## src/rtl/pulse_stretch.sv

```systemverilog
// pulse_stretch: stretches single-cycle event strobes into HIGH_CYC-cycle
// level pulses separated by at least GAP_CYC low cycles.
// Build option: define PULSE_STRETCH_QUEUE_EN to queue up to three events
// that arrive while busy; otherwise such events are dropped and flagged.
module pulse_stretch #(
  parameter int unsigned HIGH_CYC = 4,
  parameter int unsigned GAP_CYC  = 2
) (
  input  logic       clk,
  input  logic       rst_n,
  input  logic       pulse_in,
  output logic       level_out,
  output logic       busy,
  output logic [1:0] pend_cnt,
  output logic       drop_err
);

  localparam logic [1:0] IDLE = 2'd0;
  localparam logic [1:0] HIGH = 2'd1;
  localparam logic [1:0] GAP  = 2'd2;

  localparam logic [7:0] HIGH_LD = 8'(HIGH_CYC - 1);
  localparam logic [7:0] GAP_LD  = (GAP_CYC == 0) ? 8'd0 : 8'(GAP_CYC - 1);

  logic [1:0] state, state_nx;
  logic [7:0] cnt, cnt_nx;
  logic       drop_nx;
  logic       last;
  logic       take;
  logic [1:0] pend_q;

`ifdef PULSE_STRETCH_QUEUE_EN
  logic [1:0] pend_nx;
`else
  assign pend_q = '0;
`endif

  // Next-state, counter, queue and drop decisions.
  // A strobe on the final busy cycle is folded into the handoff decision
  // (served directly) instead of being counted as a busy arrival.
  always_comb begin
    state_nx = state;
    cnt_nx   = cnt;
    drop_nx  = 1'b0;
    last     = 1'b0;
    take     = 1'b0;
`ifdef PULSE_STRETCH_QUEUE_EN
    pend_nx  = pend_q;
`endif
    case (state)
      IDLE: begin
        if (pulse_in) begin
          state_nx = HIGH;
          cnt_nx   = HIGH_LD;
        end
      end
      HIGH: begin
        if (cnt != '0) begin
          cnt_nx = cnt - 8'd1;
          take   = pulse_in;
        end else if (GAP_CYC != 0) begin
          state_nx = GAP;
          cnt_nx   = GAP_LD;
          take     = pulse_in;
        end else begin
          last = 1'b1;
        end
      end
      GAP: begin
        if (cnt != '0) begin
          cnt_nx = cnt - 8'd1;
          take   = pulse_in;
        end else begin
          last = 1'b1;
        end
      end
      default: begin
        state_nx = IDLE;
        cnt_nx   = '0;
      end
    endcase

    if (take) begin
`ifdef PULSE_STRETCH_QUEUE_EN
      if (pend_q == 2'd3) drop_nx = 1'b1;
      else                pend_nx = pend_q + 2'd1;
`else
      drop_nx = 1'b1;
`endif
    end

    if (last) begin
      if ((pend_q != '0) || pulse_in) begin
        state_nx = HIGH;
        cnt_nx   = HIGH_LD;
`ifdef PULSE_STRETCH_QUEUE_EN
        // dequeue one and enqueue the coincident strobe: net zero change
        if ((pend_q != '0) && !pulse_in) pend_nx = pend_q - 2'd1;
`endif
      end else begin
        state_nx = IDLE;
        cnt_nx   = '0;
      end
    end
  end

  // State, counter and registered outputs.
  always_ff @(posedge clk or negedge rst_n) begin
    if (!rst_n) begin
      state     <= IDLE;
      cnt       <= '0;
      level_out <= 1'b0;
      drop_err  <= 1'b0;
    end else begin
      state     <= state_nx;
      cnt       <= cnt_nx;
      level_out <= (state_nx == HIGH);
      drop_err  <= drop_nx;
    end
  end

`ifdef PULSE_STRETCH_QUEUE_EN
  // Pending-event counter.
  always_ff @(posedge clk or negedge rst_n) begin
    if (!rst_n) pend_q <= '0;
    else        pend_q <= pend_nx;
  end
`endif

  assign busy     = (state != IDLE);
  assign pend_cnt = pend_q;

endmodule
```

## config.mk

```make
export PLATFORM = sky130hd
export DESIGN_NAME = pulse_stretch
export DESIGN_NICKNAME = d
export VERILOG_FILES = /design/src/rtl/pulse_stretch.sv
export SDC_FILE = /design/constraint.sdc
export NUM_CORES = 1
export LEC_CHECK = 0
export CORE_MARGIN = 1.5
export CORE_UTILIZATION = 58
export DETAILED_ROUTE_END_ITERATION = 6
export PLACE_DENSITY_LB_ADDON = 0.05
export SYNTH_ARGS = -nofsm -noshare
export SYNTH_HDL_FRONTEND = slang
export SYNTH_SLANG_ARGS = --single-unit
```

## constraint.sdc

```tcl
create_clock -name clk -period 3.4 [get_ports clk]
set_input_delay 1.02 -clock clk [delete_from_list [all_inputs] [get_ports clk]]
set_output_delay 1.02 -clock clk [all_outputs]
set_load 0.005 [all_outputs]
```

* Word level (Yosys, flattened, before mapping) *
Index checks and enable logic that the tools add are counted.

storage, ports and cells
  flip-flop bits (word level) = 12
  latch bits = 0
  memory bits (writable) = 0
  bits in read-only memories = 0
  bits of input ports = 3
  output and inout port bits = 5
  logic and storage cells = 30
  memories = 0

operators by class
  add/sub/neg operators = 1
  multiply operators = 0
  divide/modulo/power cells = 0
  magnitude comparators = 0
  eq/ne operators = 5
  shift-type cells = 0
  multiplexer cells = 16
  bitwise operators = 0
  reduce and logical (&&, ||, !) cells = 4

operator list
  cell                                                                count
  8-bit two-way mux                                                   4
  8-bit case mux with 3 select lines                                  1
  2-bit two-way mux                                                   4
  8-bit nonzero test                                                  1
  8-bit by 1-bit subtractor with 8-bit output, second input constant  1
  3-bit inequality test, second input constant                        2
  2-bit case mux with 3 select lines                                  1
  1-bit two-way mux                                                   5
  2-bit by 1-bit == test with 1-bit output, second input constant     2
  2-bit == test, second input constant                                1
  2-bit logical NOT                                                   1
  1-bit case mux with 2 select lines                                  1
  2-bit AND reduction                                                 1
  2-bit nonzero test                                                  1

* Logic depth before layout (Yosys ltp) *
Gate-level depths: netlist of the first run.

  word-level depth = 5
  gate-level depth with buffers = 6
  gate-level depth less buffers = 6

* Worst setup path before layout of the first run *
OpenSTA, ideal clock, no wires.

  path kind = input to register
  from = input pulse_in
  to = register cnt[3]
  setup time = 0.079 ns
  arrival time = 1.894 ns
  data required time = 3.321 ns
  setup slack = 1.427 ns
  stages on the path = 4
  buffers on the path = 0
  path through = nand2b_1 > a21oi_2 > or4b_1 > a21oi_1

between the ends
  word-level cells in the longest chain between the ends = 2

ends and longest elaborated chain
  item                             line  RTL
  start, declared                  11    input logic pulse_in,
  3-bit inequality test (no line)  -
  2-bit AND reduction (no line)    -
  end signal, assigned             116   cnt <= cnt_nx;
  end, declared                    26    logic [7:0] cnt, cnt_nx;

No other way between the ends.
A chain may end at the register's enable or synchronous reset.

* Worst setup path after layout of the first run *
  from = register state[0]
  to = output busy

between the ends
  word-level cells in the longest chain between the ends = 1

ends and longest elaborated chain
  item                    line  RTL
  start, declared         25    logic [1:0] state, state_nx;
  start signal, assigned  115   state <= state_nx;
  2-bit nonzero test      130   assign busy = (state != IDLE);
  end, declared           13    output logic busy,

No other way between the ends.

==> results of run 1 <==
==> stage by stage <==
step	power [mW]	utilization [%]	hold WS, ns
6_report	0.7725	67.19	0.5382
5_1_grt	0.8445	67.19	0.5663
4_1_cts	0.7720	67.19	0.5367
3_5_place_dp	0.6802	65.43	0.5302
3_3_place_gp	0.6696	65.43	0.5073
2_1_floorplan	0.5587	-	0.4757
==> area by class of cell <==
class / count / area (sq um)
Sequential cell: 12 / 300.3
Multi-Input combinational cell: 67 / 449.2
Timing Repair Buffer: 5 / 50.05
Tap cell: 15 / 18.77
Clock buffer: 3 / 22.52
Inverter: 6 / 22.52
Fill cell: 112 / 421.7
==> cells by family (layout without fill, tap and decap cells) <==
kind of cell             count (synthesis)  in the layout  synth area share, %
adder cells (fa/ha/maj)                  6              6                9.584
flip-flops                              12             12                38.34
XOR/XNOR                                 1              1                1.118
AO/OA/AOI/OAI                           26             26                21.73
AND/OR/NAND/NOR                         32             32                23.96
buffers and inverters                    8             14                4.792
other                                    1              2               0.4788
==> layout by cell type, fill, tap and decap left out, types with 2 or more instances in the layout <==
cell type,n
or3_2,2
a21oi_1,8
clkdlybuf4s50_1,5
conb_1,2
inv_1,6
o21bai_1,2
nand2_1,9
o21ai_0,5
ha_1,6
clkbuf_4,3
nor3_1,2
nor2_1,8
nor2b_1,3
dfrtp_1,12
==> state kept, by name (all words and copies together), names as in the netlist <==
| name | cells |
|---|---|
| drop_err | 1 |
| state | 2 |
| cnt | 8 |
| level_out | 1 |
==> per-layer routing <==
metal / vias to the layer above / GRT usage (%)
met3: 4 / 5.114
li1: 318 / -
met2: 8 / 37.30
met4: 0 / 12.93
met1: 310 / 37.41
met5: - / 0
==> worst reg2reg max path: cells and delay by family, from the launching register on <==
family,cells,cell delay [ns]
AO/OA/AOI/OAI,1,0.56
buffers and inverters,1,0.11
adder cells (fa/ha/maj),1,0.19
flip-flops,1,0.42
AND/OR/NAND/NOR,3,0.68
==> worst max-delay path by stage <==
stage	start	to	depth (start not counted)
after global routing	state[0]$_DFF_PN0_	busy	4
after floorplan	pulse_in	cnt[3]$_DFFE_PN0P_	4
after CTS	state[0]$_DFF_PN0_	busy	4
after global placement	pulse_in	cnt[3]$_DFFE_PN0P_	5
after detailed placement	pulse_in	cnt[5]$_DFFE_PN0P_	5
final	state[0]$_DFF_PN0_	busy	4
==> power groups by stage <==
stage	Clock (mW)	Combinational, mW	Sequential, mW
2_1_floorplan	0	0.326	0.233
3_3_place_gp	0	0.430	0.240
3_5_place_dp	0	0.440	0.241
4_1_cts	0.0917	0.442	0.238
5_1_grt	0.0976	0.501	0.246
6_report	0.0891	0.444	0.239
==> reports/metrics.cfg, run 1 <==
[run_status]
status = complete, no violations

[synth]
syn_area_sq_um = 783.3
syn_avg_cell_area_sq_um = 9.108
yosysSeqAreaShare_pct = 38.34
synthCells = 86
synth_top_area_cell = dfrtp_1
ys_seq_elements = 12
async_flop_share_pct = 100.0
synth_edf_count = 0
synth_common_cells = 12 x dfrtp_1, 9 x nand2_1, 8 x a21oi_1, 8 x nor2_1
yosys.cell_count.top_type = dfrtp_1
synth.area.top_cells = dfrtp_1 38%, ha_1 9.6%, a21oi_1 5.1%
synth_top_area_share_pct = 38.34
yosysUniqueCellTypes = 33
dominantRegCellSynth = dfrtp_1
yosysWarnings = 0

[power_and_ir_drop]
switching_share_pct = 44.16
intPower_uw = 431.3
ir_drop_uv = 448.5
p_sw_uw = 341.2
p_comb_share_pct = 57.5
power.density_nw_per_um2 = 894.8
p_leak_nw = 0.3866
pwr-share-seq_pct = 30.9
p_clk_share_pct = 11.5

[place]
dpl.hpwl_um = 1216
globalplace.congestion = 0.8939
pre_cts_ws_ns = 0.7391
post-place-cells = 105
post_dp_cell_area_sq_um = 840.8
port_buffers = 5

[routing]
drt-initial-drc-count = 12
vias_per_cell = 5.926
antenna_left = 0
drt_first_pass_iters = 4
via_count = 640
avgRoutedWirePerCell_um = 14.56
wl_met3_um = 28
top_layer_used = met4
wirelength_met1_um = 785
drc = 0
wl_met2_um = 715
wl_um = 1573

[cells_and_area]
area.growth.synth_to_final_pct = 10.22
fin_cells = 108
antennaDiodeCount = 0
drive_gt1_share_pct = 11.83
final_area_sq_um = 863.3
finish.net_count = 104

[die]
die_w_um = 39.75
rows = 13
start_util_pct = 60.95
ios = 8
die_area_sq_um = 1580
die_h_um = 39.75
core_sq_um = 1285

[cts]
cts.htree.levels = 1
clockRootBuffer = clkbuf_4
cts_hold_buf = 0
cts_sinks = 12
post_cts_buffers = 0
worstSkewPairLatency_ns = 0.27
cts.reportedPaths.clkPinSlew_ns = 0.07
cts_resized = 0
cts_tree = built
numCtsBuffers = 3
clock_path_buffers = 2

[setup_path]
slowest_stage = clkdlybuf4s50_1
crit_top_cell = inv_1
critPathTopFamily = buffers and inverters
start_kind = register
cp_num_buf_inv = 3
path_cells = inv_1, ha_1, inv_1, clkdlybuf4s50_1
rr_worst_depth = 6
reg2reg_from = cnt[0]$_DFFE_PN0P_
r2r-end = cnt[6]$_DFFE_PN0P_
cp_data_arrival_time_ns = 1.61
r2r_slack_ns = 1.30
required_ns = 2.38
critPathMaxStageDelay_ns = 0.49
end_kind = primary output
crit_type = register to primary output
worst-path-max-fanout = 6

[global_routing]
grt_pass1_wl_um = 2670
grtUsageTotal_pct = 26.37
grt_max_degree = 13
grt_antenna_before_repair = 0
overflow = 0
grt_pass1_vias = 587

[timing]
setup_ws_ns = 0.7677
setup_viol = 0
clock_skew_ns = 0.001556
slew_violations = 0
finalHoldViolations = 0
tns_ns = 0
period_share_pct = 77.42
rsz0062_at_grt = no
tightest_slew_ns = 0.6254
fmax_mhz = 379.9
maxSlewHeadroom_pct = 57.86
post-route-min-period_ns = 2.632

[worst_hold_path]
hp-start = cnt[7]$_DFFE_PN0P_
whs_endpoint = cnt[7]$_DFFE_PN0P_
min_path_cells = 1
min_path_type = register to register

[run]
maxCapViolations = 0

(Power assumes the default switching activity.)
==> run 2: changes to the inputs <==
- CORE_UTILIZATION: 58 -> 48
- clock period: 3.4 -> 2.4 ns (I/O delays scaled with it)
==> reports/metrics.cfg, run 2 (same netlist as run 1, synthesis figures left out) <==
[power_and_ir_drop]
switching_share_pct = 42.30  ; was 44.16%
p_comb_share_pct = 56.1  ; was 57.5%
intPower_uw = 671.0  ; was 431.3 uW
ir_drop_uv = 742.2  ; was 448.5 uV
pwr-share-seq_pct = 29.4  ; was 30.9%
p_leak_nw = 0.4019  ; was 0.3866 nW
p_sw_uw = 491.9  ; was 341.2 uW
power.density_nw_per_um2 = 1298  ; was 894.8 nW/um^2
p_clk_share_pct = 14.5  ; was 11.5%

[setup_path]
end_kind = primary output  ; unchanged
r2r-end = cnt[4]$_DFFE_PN0P_  ; was cnt[6]$_DFFE_PN0P_
cp_num_buf_inv = 3  ; unchanged
slowest_stage = clkdlybuf4s50_1  ; unchanged
crit_type = register to primary output  ; unchanged
critPathMaxStageDelay_ns = 0.49  ; about the same
r2r_slack_ns = 0.40  ; was 1.30 ns
rr_worst_depth = 6  ; unchanged
start_kind = register  ; unchanged
cp_data_arrival_time_ns = 1.55  ; was 1.61 ns
worst-path-max-fanout = 6  ; unchanged
required_ns = 1.68  ; was 2.38 ns
path_cells = inv_1, ha_2, inv_1, clkdlybuf4s50_1  ; was inv_1, ha_1, inv_1, clkdlybuf4s50_1
reg2reg_from = state[0]$_DFF_PN0_  ; was cnt[0]$_DFFE_PN0P_
critPathTopFamily = buffers and inverters  ; unchanged
crit_top_cell = inv_1  ; unchanged

[cells_and_area]
largest-register = cnt  ; unchanged
largest_register_ff_count = 8  ; unchanged
area.growth.synth_to_final_pct = 14.38  ; was 10.22%
multi_input_area_sq_um = 451.7  ; was 449.2 sq um
top_regs = cnt: 8 flops, state: 2 flops  ; unchanged
final_area_sq_um = 895.9  ; was 863.3 sq um
fillers = 144  ; was 112
register_area_sq_um = 300.3  ; unchanged
antennaDiodeCount = 0  ; unchanged
drive_gt1_share_pct = 15.63  ; was 11.83%
finish.net_count = 106  ; was 104
layout_commonest_cell = dfrtp_1  ; unchanged
mostFrequentLayoutCells = 12 x dfrtp_1, 9 x nand2_1, 8 x a21oi_1, 8 x nor2_1, 6 x inv_1  ; was 12 x dfrtp_1, 9 x nand2_1, 8 x a21oi_1, 8 x nor2_1

[cts]
worstSkewPairLatency_ns = 0.29  ; was 0.27 ns
cts_tree = built  ; unchanged
cts_hold_buf = 0  ; unchanged
cts.htree.levels = 1  ; unchanged
clockRootBuffer = clkbuf_4  ; unchanged
clock_path_buffers = 2  ; unchanged
post_cts_buffers = 0  ; unchanged
cts_sinks = 12  ; unchanged
cts.reportedPaths.clkPinSlew_ns = 0.08  ; was 0.07 ns
numCtsBuffers = 3  ; unchanged

[worst_hold_path]
hp-start = cnt[7]$_DFFE_PN0P_  ; unchanged
min_path_type = register to register  ; unchanged
whs_endpoint = cnt[7]$_DFFE_PN0P_  ; unchanged
min_path_cells = 1  ; unchanged

[place]
post_dp_cell_area_sq_um = 857.1  ; was 840.8 sq um
globalplace.congestion = 0.8504  ; was 0.8939
port_buffers = 5  ; unchanged
dpl.hpwl_um = 1207  ; was 1216 um

[timing]
slew_violations = 0  ; unchanged
fmax_mhz = 440.9
post-route-min-period_ns = 2.268
maxSlewHeadroom_pct = 63.73  ; was 57.86%
clock_skew_ns = 0.0009812  ; was 0.001556 ns
setup_viol = 0  ; unchanged
whs_ns = 0.5219  ; was 0.5382 ns
tightest_slew_ns = 0.5424  ; was 0.6254 ns
finalHoldViolations = 0  ; unchanged
tns_ns = 0  ; unchanged
period_share_pct = 94.51
rsz0062_at_grt = no  ; unchanged

[run_status]
status = complete, no violations  ; unchanged

[routing]
drt-initial-drc-count = 26  ; was 12
antenna_left = 0  ; unchanged
wl_um = 1602  ; was 1573 um
avgRoutedWirePerCell_um = 14.30  ; was 14.56 um
top_layer_used = met4  ; unchanged
wl_met3_um = 84  ; was 28 um
wirelength_met1_um = 767  ; was 785 um
vias_per_cell = 5.759  ; was 5.926
drc = 0  ; unchanged
via_count = 645  ; was 640
drt_first_pass_iters = 5  ; was 4
wl_met2_um = 702  ; was 715 um

[die]
rows = 14  ; was 13
start_util_pct = 51.40  ; was 60.95%
core_sq_um = 1524  ; was 1285 sq um
die_h_um = 43.40  ; was 39.75 um
ios = 8  ; unchanged
die_area_sq_um = 1883  ; was 1580 sq um
die_w_um = 43.40  ; was 39.75 um

[global_routing]
grt_pass1_wl_um = 2622  ; was 2670 um
overflow = 0  ; unchanged
grtUsageTotal_pct = 19.48  ; was 26.37%
grt_max_degree = 13  ; unchanged
grt_antenna_before_repair = 0  ; unchanged
grt_pass1_vias = 577  ; was 587

[run]
maxCapViolations = 0  ; unchanged

[run 2: cell count changes in the layout (fill, tap and decap cells not counted)]
cell,change
ha_1,-1
buf_4,+2
clkbuf_8,+1
ha_2,+1
[run 2: worst max-delay path by stage]
stage	startpoint	endpoint	slack (ns)	depth (start not counted)
after global routing	state[0]$_DFF_PN0_	busy	0.05	4
after detailed placement	pulse_in	cnt[3]$_DFFE_PN0P_	0.20	5
final	state[0]$_DFF_PN0_	busy	0.13	4
after floorplan	state[0]$_DFF_PN0_	cnt[3]$_DFFE_PN0P_	0.60	6
after global placement	pulse_in	cnt[5]$_DFFE_PN0P_	0.22	5
after CTS	state[0]$_DFF_PN0_	busy	0.07	4
[run 2: repair_timing]
action                                 in CTS  in global routing
setup endpoints to repair                   0                  1
gates resized for setup                     0                  1
endpoints found under the hold margin       0                  0
[run 2: final cells by class]
type,count,share of cell area [%]
multi-input cells,67,50.42
inverters,6,2.514
repair buffers,7,7.263
clock buffers,4,4.050
flip-flops and latches,12,33.52
well taps,16,2.235
[run 2: per-layer routing]
metal	GRT usage (%)	up-vias
met4	12.73	0
met2	28.66	22
li1	-	322
met3	4.167	5
met5	0	-
met1	25.87	296
[run 2: power groups by stage]
stage / Clock [mW] / Sequential (mW) / Combinational, mW
after floorplan: 0 / 0.330 / 0.461
final: 0.169 / 0.341 / 0.652
after global placement: 0 / 0.341 / 0.643
after detailed placement: 0 / 0.344 / 0.647
after global routing: 0.177 / 0.349 / 0.729
after CTS: 0.173 / 0.339 / 0.653
[run 2: stage by stage]
stage / std cells / util (%) / worst slack, ns / total power, mW
global route: 112 / 58.78 / 0.04768 / 1.255
detailed placement: 108 / 56.24 / 0.2006 / 0.9911
floorplan: 87 / - / 0.6045 / 0.7915
global placement: 108 / 56.24 / 0.2181 / 0.9839
CTS: 112 / 58.62 / 0.06806 / 1.165
finish: 112 / 58.78 / 0.1318 / 1.163
[run 2: worst register-to-register path, delay by kind of cell, from the launching register on]
family          cells  cell delay, ns
fa+ha+maj           1            0.30
compound gates      2            0.29
flops               1            0.42
buf+inv             1            0.11
simple gates        2            0.81
